`config.mk`:
```
export PLATFORM = sky130hd
export DESIGN_NAME = vga_timing_gen
export DESIGN_NICKNAME = d
export VERILOG_FILES = /design/src/rtl/vga_pkg.sv /design/src/rtl/vga_axis_counter.sv /design/src/rtl/vga_timing_gen.sv
export SDC_FILE = /design/constraint.sdc
export NUM_CORES = 1
export LEC_CHECK = 0
export ABC_CLOCK_PERIOD_IN_PS = 3400
export CAP_MARGIN = 25
export CORE_ASPECT_RATIO = 0.6
export CORE_UTILIZATION = 50
export DETAILED_ROUTE_END_ITERATION = 10
export DONT_BUFFER_PORTS = 1
export SETUP_SLACK_MARGIN = 0.1
export SYNTH_ARGS = -nofsm -noshare
export SYNTH_HDL_FRONTEND = slang
export SYNTH_SLANG_ARGS = --single-unit
export TNS_END_PERCENT = 20
```
`constraint.sdc`:
```
create_clock -name PixelClock -period 3.4 [get_ports PixelClock]
set_clock_uncertainty 0.15 [all_clocks]
set_input_delay 0.34 -clock PixelClock [delete_from_list [all_inputs] [get_ports PixelClock]]
set_output_delay 0.34 -clock PixelClock [all_outputs]
set_load 0.01 [all_outputs]
```
`src/rtl/vga_pkg.sv`:
```
// Shared timing types, default video modes and helpers for the VGA raster generator.
package vga_pkg;

    typedef struct packed {
        int unsigned active;
        int unsigned front;
        int unsigned sync;
        int unsigned back;
    } vga_timing_t;

    typedef struct packed {
        vga_timing_t h;
        vga_timing_t v;
    } vga_mode_t;

    localparam vga_mode_t VGA_640x480 = '{
        h: '{active: 640, front: 16, sync: 96,  back: 48},
        v: '{active: 480, front: 10, sync: 2,   back: 33}
    };

    localparam vga_mode_t SVGA_800x600 = '{
        h: '{active: 800, front: 40, sync: 128, back: 88},
        v: '{active: 600, front: 1,  sync: 4,   back: 23}
    };

    function automatic int unsigned total(input vga_timing_t t);
        return t.active + t.front + t.sync + t.back;
    endfunction

endpackage

```
`src/rtl/vga_axis_counter.sv`:
```
// One raster axis: wrapping position counter plus registered sync and look-ahead active decode.
module vga_axis_counter
    import vga_pkg::*;
#(
    parameter int unsigned ACTIVE = 640,
    parameter int unsigned FRONT  = 16,
    parameter int unsigned SYNC   = 96,
    parameter int unsigned BACK   = 48,
    parameter logic        POL    = 1'b0,
    parameter int unsigned CNT_W  = 10
) (
    input  logic             clk,
    input  logic             rst_n,
    input  logic             step,
    output logic [CNT_W-1:0] count,
    output logic             sync,
    output logic             active,
    output logic             wrap
);

    localparam vga_timing_t AXIS  = '{active: ACTIVE, front: FRONT, sync: SYNC, back: BACK};
    localparam int unsigned TOTAL = total(AXIS);

    if (longint'(TOTAL) > (longint'(1) << CNT_W) || SYNC == 0 || BACK == 0) begin : g_bad_timing
        $error("vga_axis_counter: TOTAL=%0d does not fit CNT_W=%0d, or SYNC/BACK is zero",
               TOTAL, CNT_W);
    end

    localparam logic [CNT_W-1:0] LAST     = CNT_W'(TOTAL - 1);
    localparam logic [CNT_W-1:0] ACT_END  = CNT_W'(ACTIVE);
    localparam logic [CNT_W-1:0] SY_START = CNT_W'(ACTIVE + FRONT);
    localparam logic [CNT_W-1:0] SY_END   = CNT_W'(ACTIVE + FRONT + SYNC);

    logic [CNT_W-1:0] nxt;

    // active describes the count that will be presented after this edge, so the
    // parent can register it alongside the counter with zero relative latency.
    always_comb begin
        wrap = (count == LAST);
        nxt  = count;
        if (step) begin
            nxt = wrap ? '0 : count + CNT_W'(1);
        end
        active = (nxt < ACT_END);
    end

    always_ff @(posedge clk or negedge rst_n) begin
        if (!rst_n) begin
            count <= LAST;
            sync  <= ~POL;
        end else if (step) begin
            count <= nxt;
            sync  <= (nxt >= SY_START && nxt < SY_END) ? POL : ~POL;
        end
    end

endmodule

```
`src/rtl/vga_timing_gen.sv`:
```
// Parametrised raster timing generator with pixel-clock enable.
// Define VGA_TIMING_PIPE_EN to delay sync/enable/strobe outputs by one enabled pixel.
module vga_timing_gen
    import vga_pkg::*;
#(
    parameter int unsigned H_ACTIVE   = VGA_640x480.h.active,
    parameter int unsigned H_FRONT    = VGA_640x480.h.front,
    parameter int unsigned H_SYNC     = VGA_640x480.h.sync,
    parameter int unsigned H_BACK     = VGA_640x480.h.back,
    parameter int unsigned V_ACTIVE   = VGA_640x480.v.active,
    parameter int unsigned V_FRONT    = VGA_640x480.v.front,
    parameter int unsigned V_SYNC     = VGA_640x480.v.sync,
    parameter int unsigned V_BACK     = VGA_640x480.v.back,
    parameter logic        H_SYNC_POL = 1'b0,
    parameter logic        V_SYNC_POL = 1'b0,
    parameter int unsigned CNT_W      = 10
) (
    input  logic             PixelClock,
    input  logic             Reset_n,
    input  logic             PixelEnable,
    output logic             HorizontalSync,
    output logic             VerticalSync,
    output logic [CNT_W-1:0] HorizontalCounter,
    output logic [CNT_W-1:0] VerticalCounter,
    output logic             DisplayEnable,
    output logic             LineStart,
    output logic             FrameStart
);

    logic h_sync, h_active, h_wrap;
    logic v_sync, v_active, v_wrap;
    logic v_step;
    logic de_q, ls_q, fs_q;

    assign v_step = h_wrap & PixelEnable;

    vga_axis_counter #(
        .ACTIVE (H_ACTIVE),
        .FRONT  (H_FRONT),
        .SYNC   (H_SYNC),
        .BACK   (H_BACK),
        .POL    (H_SYNC_POL),
        .CNT_W  (CNT_W)
    ) u_h_axis (
        .clk    (PixelClock),
        .rst_n  (Reset_n),
        .step   (PixelEnable),
        .count  (HorizontalCounter),
        .sync   (h_sync),
        .active (h_active),
        .wrap   (h_wrap)
    );

    vga_axis_counter #(
        .ACTIVE (V_ACTIVE),
        .FRONT  (V_FRONT),
        .SYNC   (V_SYNC),
        .BACK   (V_BACK),
        .POL    (V_SYNC_POL),
        .CNT_W  (CNT_W)
    ) u_v_axis (
        .clk    (PixelClock),
        .rst_n  (Reset_n),
        .step   (v_step),
        .count  (VerticalCounter),
        .sync   (v_sync),
        .active (v_active),
        .wrap   (v_wrap)
    );

    // Strobes only get registered on enabled edges, where the next H is 0 exactly when H wraps.
    always_ff @(posedge PixelClock or negedge Reset_n) begin
        if (!Reset_n) begin
            de_q <= 1'b0;
            ls_q <= 1'b0;
            fs_q <= 1'b0;
        end else if (PixelEnable) begin
            de_q <= h_active & v_active;
            ls_q <= h_wrap;
            fs_q <= h_wrap & v_wrap;
        end
    end

`ifdef VGA_TIMING_PIPE_EN
    always_ff @(posedge PixelClock or negedge Reset_n) begin
        if (!Reset_n) begin
            HorizontalSync <= ~H_SYNC_POL;
            VerticalSync   <= ~V_SYNC_POL;
            DisplayEnable  <= 1'b0;
            LineStart      <= 1'b0;
            FrameStart     <= 1'b0;
        end else if (PixelEnable) begin
            HorizontalSync <= h_sync;
            VerticalSync   <= v_sync;
            DisplayEnable  <= de_q;
            LineStart      <= ls_q;
            FrameStart     <= fs_q;
        end
    end
`else
    assign HorizontalSync = h_sync;
    assign VerticalSync   = v_sync;
    assign DisplayEnable  = de_q;
    assign LineStart      = ls_q;
    assign FrameStart     = fs_q;
`endif

endmodule

```
==> results of run 1 <==
area by class of cell:
cell class	count	area (um2)	share of cell area, %
Clock buffer	4	45.04	3.056
Timing Repair Buffer	5	55.05	3.735
Inverter	7	26.28	1.783
Tap cell	32	40.04	2.716
Sequential cell	25	640.6	43.46
Multi-Input combinational cell	100	666.9	45.25
how the worst max path moves through the flow:
stage,from,to,slack [ns],cells after the start
after floorplan,u_h_axis.count[4],u_v_axis.sync,0.92,7
after global placement,u_h_axis.count[0],u_v_axis.sync,0.76,8
after detailed placement,u_h_axis.count[0],u_v_axis.sync,0.75,8
after CTS,u_h_axis.count[0],u_v_axis.sync,0.75,8
after global routing,u_h_axis.count[0],u_v_axis.sync,0.51,8
final,u_h_axis.count[0],u_v_axis.sync,0.71,8
state kept, by name, summed over array words and instances (netlist names):
register / flops
DisplayEnable: 1
FrameStart: 1
LineStart: 1
u_h_axis.count: 10
u_h_axis.sync: 1
u_v_axis.count: 10
u_v_axis.sync: 1
routing by layer:
layer | vias to the layer above | wire [um] | track usage (%)
li1 | 512 | - | -
met1 | 514 | 1495 | 37.17
met2 | 48 | 1165 | 28.35
met3 | 4 | 289 | 9.135
met4 | 0 | 19 | 4.898
met5 | - | 0 | 0
cell families (layout without fill, tap and decap cells):
group | after synthesis | after routing | synth area share, %
fa+ha+maj | 3 | 3 | 2.750
mux | 1 | 1 | 0.7333
simple gates | 54 | 54 | 23.19
flops | 25 | 25 | 46.93
xor+xnor | 9 | 9 | 6.325
compound gates | 33 | 33 | 15.86
buf+inv | 13 | 16 | 4.216
layout by cell type (no fill, tap or decap), types with 2 or more instances in the layout:
cell           count
buf_4              2
nor4_1             2
and3_2             2
nand4_1            6
dlygate4sd3_1      2
inv_1              7
xnor2_1            5
dfrtp_1           13
nand3_1            6
dfstp_2           12
a21o_1             3
nor3_1             3
nor2_1            10
and4_1             3
o31ai_1            2
o21ai_0           12
or2_2              2
clkbuf_8           3
a31oi_1            2
nand2_1           12
ha_1               3
xor2_1             3
a21oi_1            5
a41oi_1            2
nor2b_1            2
power by group:
group,total (mW),switching (mW),leakage [nW],internal [mW]
sequential,0.429,0.0811,0.292,0.348
combinational,0.0864,0.0427,0.275,0.0437
clock,0.177,0.0936,0.0228,0.0839
per-stage QoR:
step | instance area, um2 | total power [mW] | hold slack (ns) | setup slack [ns]
after floorplan | 1365 | 0.5041 | -0.1056 | 0.9167
after global placement | 1389 | 0.5113 | -0.1052 | 0.7610
after detailed placement | 1389 | 0.5116 | -0.1051 | 0.7530
after CTS | 1474 | 0.6991 | 0.01520 | 0.7470
after global routing | 1474 | 0.7366 | 0.01613 | 0.5076
final | 1474 | 0.6934 | 0.01777 | 0.7106
worst register-to-register path, cell delays in order (launching register included):
cell	delay, ns
dfstp_2	0.61
ha_1	0.21
and4_1	0.29
nand4_1	0.12
buf_4	0.20
nor3b_1	0.26
xor2_1	0.26
nand4_1	0.16
o32a_1	0.37
==> results.yml, run 1 <==
outcome:
  outcome: "complete, no violations"
logic_synthesis:
  yosysTopAreaCellShare_pct: 23.83
  synth_area_per_cell_um2: 9.892
  synthTopCellsByArea: "dfrtp_1 (24%), dfstp_2 (23%), o21ai_0 (4.4%), nand2_1 (3.3%), xnor2_1 (3.2%)"
  ys_warn_count: 0
  synth_common_cells: "dfrtp_1 (13), dfstp_2 (12), nand2_1 (12), o21ai_0 (12), nor2_1 (10)"
  ys_ff_latch: 25
  syn_inst: 138
  seq_area_frac_synth_pct: 46.93
  synth_most_common_cell: "dfrtp_1"
  syn_area_um2: 1365
  synth_edf_count: 0
  synth_fp_nets: 144
  synth.distinct_cells: 40
  yosysTopAreaCell: "dfrtp_1"
  async_flop_share_pct: 100.0
  yosys_most_used_dff: "dfrtp_1"
timing:
  slew_viol_final: 0
  tns_ns: 0
  period_share_pct: 79.10
  setup_viol: 0
  worst_pin_slew_ns: 0.4694
  rsz0062_at_grt: "false"
  finalHoldViolations: 0
  relSlewSlack_pct: 68.59
  timing.fmax_ghz: 0.3718
  min_period_ns: 2.689
drt:
  drt-total-wl_um: 2969
  drtIter0Drc: 77
  vias_per_cell: 6.231
  vias: 1078
  post-route-drc-count: 0
  post_drt_wl_per_cell_um: 17.16
  dr.pass1.iters: 4
  ant_nets: 0
cells_and_area:
  drive_above_1_share_pct: 19.86
  num-nets-final: 148
  final_cell_count_no_fill: 173
  area_growth_pct: 7.974
  fillers: 205
  final_util_pct: 58.03
  antenna_cells: 0
worst_setup_path:
  crit_arrival_ns: 2.74
  ff2ff_setup_slack_ns: 0.71
  required_ns: 3.45
  reg2reg_to: "u_v_axis.sync"
  slowest_delay_ns: 0.61
  rr_worst_depth: 8
  reg2reg_from: "u_h_axis.count[0]"
  critPathKind: "reg2reg"
  cp_common_cell: "nand4_1"
  critPathLaunchType: "flop"
  crit_chain: "ha_1 > and4_1 > nand4_1 > buf_4 > nor3b_1 > xor2_1 > nand4_1 > o32a_1"
  cp_num_buf_inv: 1
  end_kind: "flop"
  path_delay_family: "simple AND/OR/NAND/NOR gates"
  crit_slowest_cell: "dfstp_2"
  cp_max_fo: 13
global_route:
  grt_usage_pct: 23.22
  grt_overflow: 0
  grt_pass1_wl_um: 5216
  grt_max_degree: 26
  antenna_found_initial: 0
  grt_pass1_vias: 1010
min_path:
  holdPathEnd: "u_h_axis.count[0]"
  holdCritStartpoint: "PixelEnable"
  hold_depth: 2
  hp-class: "in2reg"
power:
  p_leak_nw: 0.5901
  power.density_nw_per_um2: 470.4
  peakVddDrop_uv: 242.7
floorplan:
  start_util_pct: 53.74
  io_pins: 28
  die_w_um: 69.46
  die_y_um: 42.48
  dieArea_um2: 2950
  row_count: 14
  core_area_um2: 2540
clock_tree:
  clock-sinks: 25
  cts_inserted_buffers: 3
  cts_hold_buf: 3
  cts_setup_buffers: 0
  clock_path_buffers: 2
  clk_latency_ns: 0.27
  clk_pin_slew_ns: 0.08
  cts_tree: "yes"
  h-tree-depth: 1
  ctsResizeCount: 0
  cts_root_buf: "clkbuf_8"
placement:
  hpwl_um: 2119
  port_buffers: 0
  place_congestion: 0.8519
  placed_cells: 166
job:
  cap_viol_max_count: 0
Note: power is estimated with default switching activity, not from simulation.
==> run 2, diff against run 1 <==
--- a/config.mk
+++ b/config.mk
@@ -5,12 +5,13 @@
 export SDC_FILE = /design/constraint.sdc
 export NUM_CORES = 1
 export LEC_CHECK = 0
-export ABC_CLOCK_PERIOD_IN_PS = 3400
+export ABC_CLOCK_PERIOD_IN_PS = 2300
 export CAP_MARGIN = 25
 export CORE_ASPECT_RATIO = 0.6
 export CORE_UTILIZATION = 50
 export DETAILED_ROUTE_END_ITERATION = 10
 export DONT_BUFFER_PORTS = 1
+export PLACE_DENSITY = 0.68
 export SETUP_SLACK_MARGIN = 0.1
 export SYNTH_ARGS = -nofsm -noshare
 export SYNTH_HDL_FRONTEND = slang
==> constraint.sdc (replaced) <==
create_clock -name PixelClock -period 2.3 [get_ports PixelClock]
set_clock_uncertainty 0.15 [all_clocks]
set_input_delay 0.23 -clock PixelClock [delete_from_list [all_inputs] [get_ports PixelClock]]
set_output_delay 0.23 -clock PixelClock [all_outputs]
set_load 0.01 [all_outputs]
==> run 2 against run 1 <==
  * The run now ends with setup timing left
  * Cell count up 21%
  * Sequential cell count unchanged
  * Global-route usage up 0.87 points
  * Setup slack worse by 0.74 ns
  * Register-to-register slack worse by 0.74 ns
  * Design area up 21%
  * Critical path depth down 1
  * Routed wire length up 18%
==> results.yml, run 2 (synthesis results as in run 1) <==
outcome:
  outcome: "complete, but fails checks"
  violations: "setup timing"
worst_setup_path:
  path_delay_family: "simple AND/OR/NAND/NOR gates"
  slowest_delay_ns: 0.56
  critPathKind: "reg2reg"
  crit_slowest_cell: "dfstp_2"
  critPathLaunchType: "flop"
  crit_chain: "ha_4 > and4_4 > nand3_4 > or4_4 > xnor2_2 > nand4_1 > o32a_1"
  cp_max_fo: 4
  crit_arrival_ns: 2.38
  end_kind: "flop"
  ff2ff_setup_slack_ns: -0.03
  cp_num_buf_inv: 0
  required_ns: 2.36
global_route:
  antenna_found_initial: 0
  grt_overflow: 0
  grt_usage_pct: 24.09
  grt_pass1_vias: 1080
  grt_pass1_wl_um: 5416
  grt_max_degree: 26
cells_and_area:
  layout_common_cells: "buf_4 (37), dfrtp_1 (13), nand2_1 (12), dfstp_2 (12), o21ai_0 (11)"
  drive_above_1_share_pct: 38.98
  antenna_cells: 0
  num-nets-final: 184
  final_cell_count_no_fill: 209
  largestRegisters: "u_h_axis.count: 10 flops, u_v_axis.count: 10 flops"
  layout_commonest_cell: "buf_4"
  area_growth_pct: 30.25
floorplan:
  die_w_um: 69.46
  start_util_pct: 53.74
  dieArea_um2: 2950
  row_count: 14
  die_y_um: 42.48
  core_area_um2: 2540
  io_pins: 28
drt:
  drtIter0Drc: 149
  post_drt_wl_per_cell_um: 16.78
  dr.pass1.iters: 4
  post-route-drc-count: 0
  vias: 1219
  drt-total-wl_um: 3506
  vias_per_cell: 5.833
  ant_nets: 0
power:
  total_power_mw: 1.128
  p_seq_share_pct: 49.4
  combPwrFrac_pct: 27.2
  p_sw_share_pct: 31.76
  p_leak_nw: 0.7765
  peakVddDrop_uv: 474.7
  netSwitchingPower_mw: 0.3582
  clkPwrFrac_pct: 23.4
  power.density_nw_per_um2: 634.2
  intPower_mw: 0.7694
placement:
  hpwl_um: 2522
  place_congestion: 0.8966
  placed_cells: 198
  port_buffers: 0
timing:
  timing.fmax_ghz: 0.4296
  finalHoldViolations: 0
  setup_viol: 1
  rsz0062_at_grt: "true"
  worst_slack_ns: -0.02772
  min_period_ns: 2.328
  period_share_pct: 101.2
  worst_pin_slew_ns: 0.3888
  slew_viol_final: 0
  relSlewSlack_pct: 73.84
  fin_hold_ws_ns: 0.06442
min_path:
  hp-class: "in2reg"
clock_tree:
  cts_root_buf: "clkbuf_8"
  clk_pin_slew_ns: 0.10
  clock-sinks: 25
  cts_tree: "yes"
  h-tree-depth: 1
  clk_latency_ns: 0.27
  clock_path_buffers: 2
  cts_inserted_buffers: 3
job:
  cap_viol_max_count: 0
## run 2: power by group through the flow
stage | Combinational (mW) | Clock (mW) | Sequential, mW
after CTS | 0.306 | 0.272 | 0.556
after global routing | 0.342 | 0.290 | 0.562
after floorplan | 0.160 | 0 | 0.598
final | 0.307 | 0.264 | 0.557
after detailed placement | 0.289 | 0 | 0.563
after global placement | 0.279 | 0 | 0.558
## run 2: area by class of cell
type | count | area, um2
clock buffers | 3 | 41.29
clock inverters | 1 | 7.507
fillers | 194 | 762.0
inverters | 7 | 26.28
multi-input cells | 100 | 693.2
flip-flops and latches | 25 | 640.6
well taps | 32 | 40.04
repair buffers | 41 | 329.1
## run 2: worst register-to-register path, cell delays in order, from the launching register on
cell     delay [ns]
dfstp_2        0.56
ha_4           0.14
and4_4         0.21
nand3_4        0.09
or4_4          0.50
xnor2_2        0.15
nand4_1        0.15
o32a_1         0.32
## run 2: path summary, 6_finish.rpt
| check | startpoint | end | cells after the start |
|---|---|---|---|
| setup / recovery | u_h_axis.count[0] | u_v_axis.sync | 7 |
| hold / removal | PixelEnable | DisplayEnable | 2 |
| setup reg to reg | u_h_axis.count[0] | u_v_axis.sync | 7 |
| hold reg to reg | u_h_axis.sync | u_h_axis.sync | 2 |
| max in group asynchronous | Reset_n | u_h_axis.count[1] | 2 |
| min in group asynchronous | Reset_n | LineStart | 2 |
## run 2: metal layers
layer / wire length [um] / GRT usage, % / part of all wire [%]
met5: 0 / 0 / 0
met4: 27 / 4.082 / 0.77
met3: 328 / 6.971 / 9.4
met2: 1438 / 30.68 / 41
met1: 1711 / 39.47 / 49
## run 2: what timing repair did
item	CTS	global route
hold buffers	3	0
buffers inserted	0	4
gates cloned	0	0
setup endpoints to repair	2	3
pin swaps	3	2
gates resized for setup	0	4
endpoints found under the hold margin	29	0
## run 2: per-stage QoR
stage                     worst slack [ns]  setup TNS (ns)  cell area [um2]  utilization, %
after detailed placement          -0.09364         -0.1217             1644           64.73
after global routing              -0.08614         -0.1405             1778           70.00
after global placement            -0.02602        -0.02602             1644           64.73
final                             -0.02772        -0.02772             1778           70.00
after floorplan                   -0.08054        -0.09708             1384               -
after CTS                         -0.03393        -0.03393             1733           68.23
==> run 3, diff against run 2 <==
==> constraint.sdc (replaced) <==
create_clock -name PixelClock -period 2.3 [get_ports PixelClock]
set_clock_uncertainty 0.15 [all_clocks]
set_input_delay 0.345 -clock PixelClock [delete_from_list [all_inputs] [get_ports PixelClock]]
set_output_delay 0.345 -clock PixelClock [all_outputs]
set_load 0.01 [all_outputs]
==> run 3 against run 2 <==
  * The run still ends with setup timing left
  * Sequential share of layout area is the same
  * First-iteration DRC count decreased by 15%
  * Power shrank 0.45%
  * Routed wire length shrank 0.88%
  * Non-clock buffer count stayed put
  * Clock power is essentially flat
==> results.yml, run 3 (synthesis results as in run 1) <==
placement:
  hpwl_um: 2522
  place_congestion: 0.8966
  port_buffers: 0
  placed_area_um2: 1644
  placed_cells: 198
timing:
  setup_viol: 1
  worst_slack_ns: -0.02235
  rsz0062_at_grt: "true"
  relSlewSlack_pct: 74.94
  timing.fmax_ghz: 0.4306
  period_share_pct: 101.0
  fin_hold_ws_ns: 0.02968
  finalHoldViolations: 0
  slew_viol_final: 0
  worst_pin_slew_ns: 0.3725
  min_period_ns: 2.322
clock_tree:
  clock_path_buffers: 2
  clock-sinks: 25
  clk_pin_slew_ns: 0.10
  cts_tree: "yes"
  cts_root_buf: "clkbuf_8"
  h-tree-depth: 1
  cts_inserted_buffers: 3
  clk_latency_ns: 0.27
global_route:
  grt_pass1_vias: 1082
  grt_max_degree: 26
  grt_overflow: 0
  grt_usage_pct: 23.88
  antenna_found_initial: 0
  grt_pass1_wl_um: 5375
power:
  peakVddDrop_uv: 474.2
  power.density_nw_per_um2: 631.4
  p_leak_nw: 0.7765
worst_setup_path:
  ff2ff_setup_slack_ns: -0.02
  rr_worst_depth: 7
  critPathKind: "reg2reg"
  critPathCapture: "u_v_axis.sync"
  cp.depth: 7
  path_delay_family: "simple AND/OR/NAND/NOR gates"
  startpoint: "u_h_axis.count[0]"
  required_ns: 2.36
  cp_num_buf_inv: 0
  end_kind: "flop"
  reg2reg_from: "u_h_axis.count[0]"
  crit_arrival_ns: 2.38
  crit_slowest_cell: "dfstp_2"
  cp_max_fo: 4
  slowest_delay_ns: 0.56
  crit_chain: "ha_4 > and4_4 > nand3_4 > or4_4 > xnor2_2 > nand4_1 > o32a_1"
  reg2reg_to: "u_v_axis.sync"
  critPathLaunchType: "flop"
min_path:
  hp-class: "in2reg"
drt:
  post-route-drc-count: 0
  dr.pass1.iters: 4
  drt-total-wl_um: 3475
  drtIter0Drc: 127
  ant_nets: 0
  vias_per_cell: 5.818
  vias: 1216
  post_drt_wl_per_cell_um: 16.63
outcome:
  violations: "setup timing"
  outcome: "complete, but fails checks"
job:
  cap_viol_max_count: 0
cells_and_area:
  layout_commonest_cell: "buf_4"
  fillers: 194
  largestRegisters: "u_h_axis.count: 10 flops, u_v_axis.count: 10 flops"
  final_util_pct: 70.00
  drive_above_1_share_pct: 38.98
  layout_common_cells: "buf_4 (37), dfrtp_1 (13), nand2_1 (12), dfstp_2 (12), o21ai_0 (11)"
  fin_area_um2: 1778
  area_growth_pct: 30.25
  antenna_cells: 0
  num-nets-final: 184
  final_cell_count_no_fill: 209
floorplan:
  core_area_um2: 2540
  start_util_pct: 53.74
  dieArea_um2: 2950
  die_y_um: 42.48
  row_count: 14
  io_pins: 28
  die_w_um: 69.46
## run 3: cell counts in the layout (fill, tap and decap cells not counted)
Identical to the previous run, type by type.
## run 3: area by class of cell
class | instances | area [um2] | area share, %
Clock inverter | 1 | 7.507 | 0.4222
Clock buffer | 3 | 41.29 | 2.322
Sequential cell | 25 | 640.6 | 36.03
Inverter | 7 | 26.28 | 1.478
Tap cell | 32 | 40.04 | 2.252
Timing Repair Buffer | 41 | 329.1 | 18.51
Multi-Input combinational cell | 100 | 693.2 | 38.99
## run 3: stage by stage
stage | power, mW | setup TNS, ns | worst slack [ns]
finish | 1.123 | -0.02235 | -0.02235
global route | 1.192 | -0.1438 | -0.08781
CTS | 1.133 | -0.03393 | -0.03393
detailed placement | 0.8525 | -0.1217 | -0.09364
global placement | 0.8366 | -0.02602 | -0.02602
floorplan | 0.7576 | -0.09708 | -0.08054
## run 3: worst min path at each step
stage,end,slack [ns],cells past startpoint,startpoint
finish,u_h_axis.count[0],0.03,2,PixelEnable
CTS,u_h_axis.count[0],0.03,2,PixelEnable
detailed placement,u_h_axis.count[6],-0.10,0,Reset_n
global route,u_h_axis.count[0],0.04,2,PixelEnable
floorplan,DisplayEnable,-0.10,0,Reset_n
global placement,u_h_axis.count[6],-0.10,0,Reset_n
## run 3: repair_timing
item,in CTS,in global routing
pin swaps,3,2
resized for setup,0,4
endpoints found under the setup margin,2,3
hold endpoints to repair,26,0
hold buffers,3,0
setup buffers,0,4
## run 3: per-layer routing
layer  wire, um  part of all wire [%]  global-route usage, %  vias to the layer above
li1           -                     -                      -                      587
met3        335                   9.6                  6.971                        2
met2       1472                    42                  30.87                       62
met1       1656                    48                  39.16                      565
met5          0                     0                      0                        -
met4         10                  0.29                  2.857                        0
## run 3: report_power, final
group | total (mW) | switching [mW] | leakage (nW) | internal, mW
Clock | 0.262 | 0.139 | 0.0217 | 0.123
Sequential | 0.556 | 0.0428 | 0.292 | 0.513
Combinational | 0.305 | 0.171 | 0.463 | 0.134
Total | 1.12 | 0.353 | 0.777 | 0.769
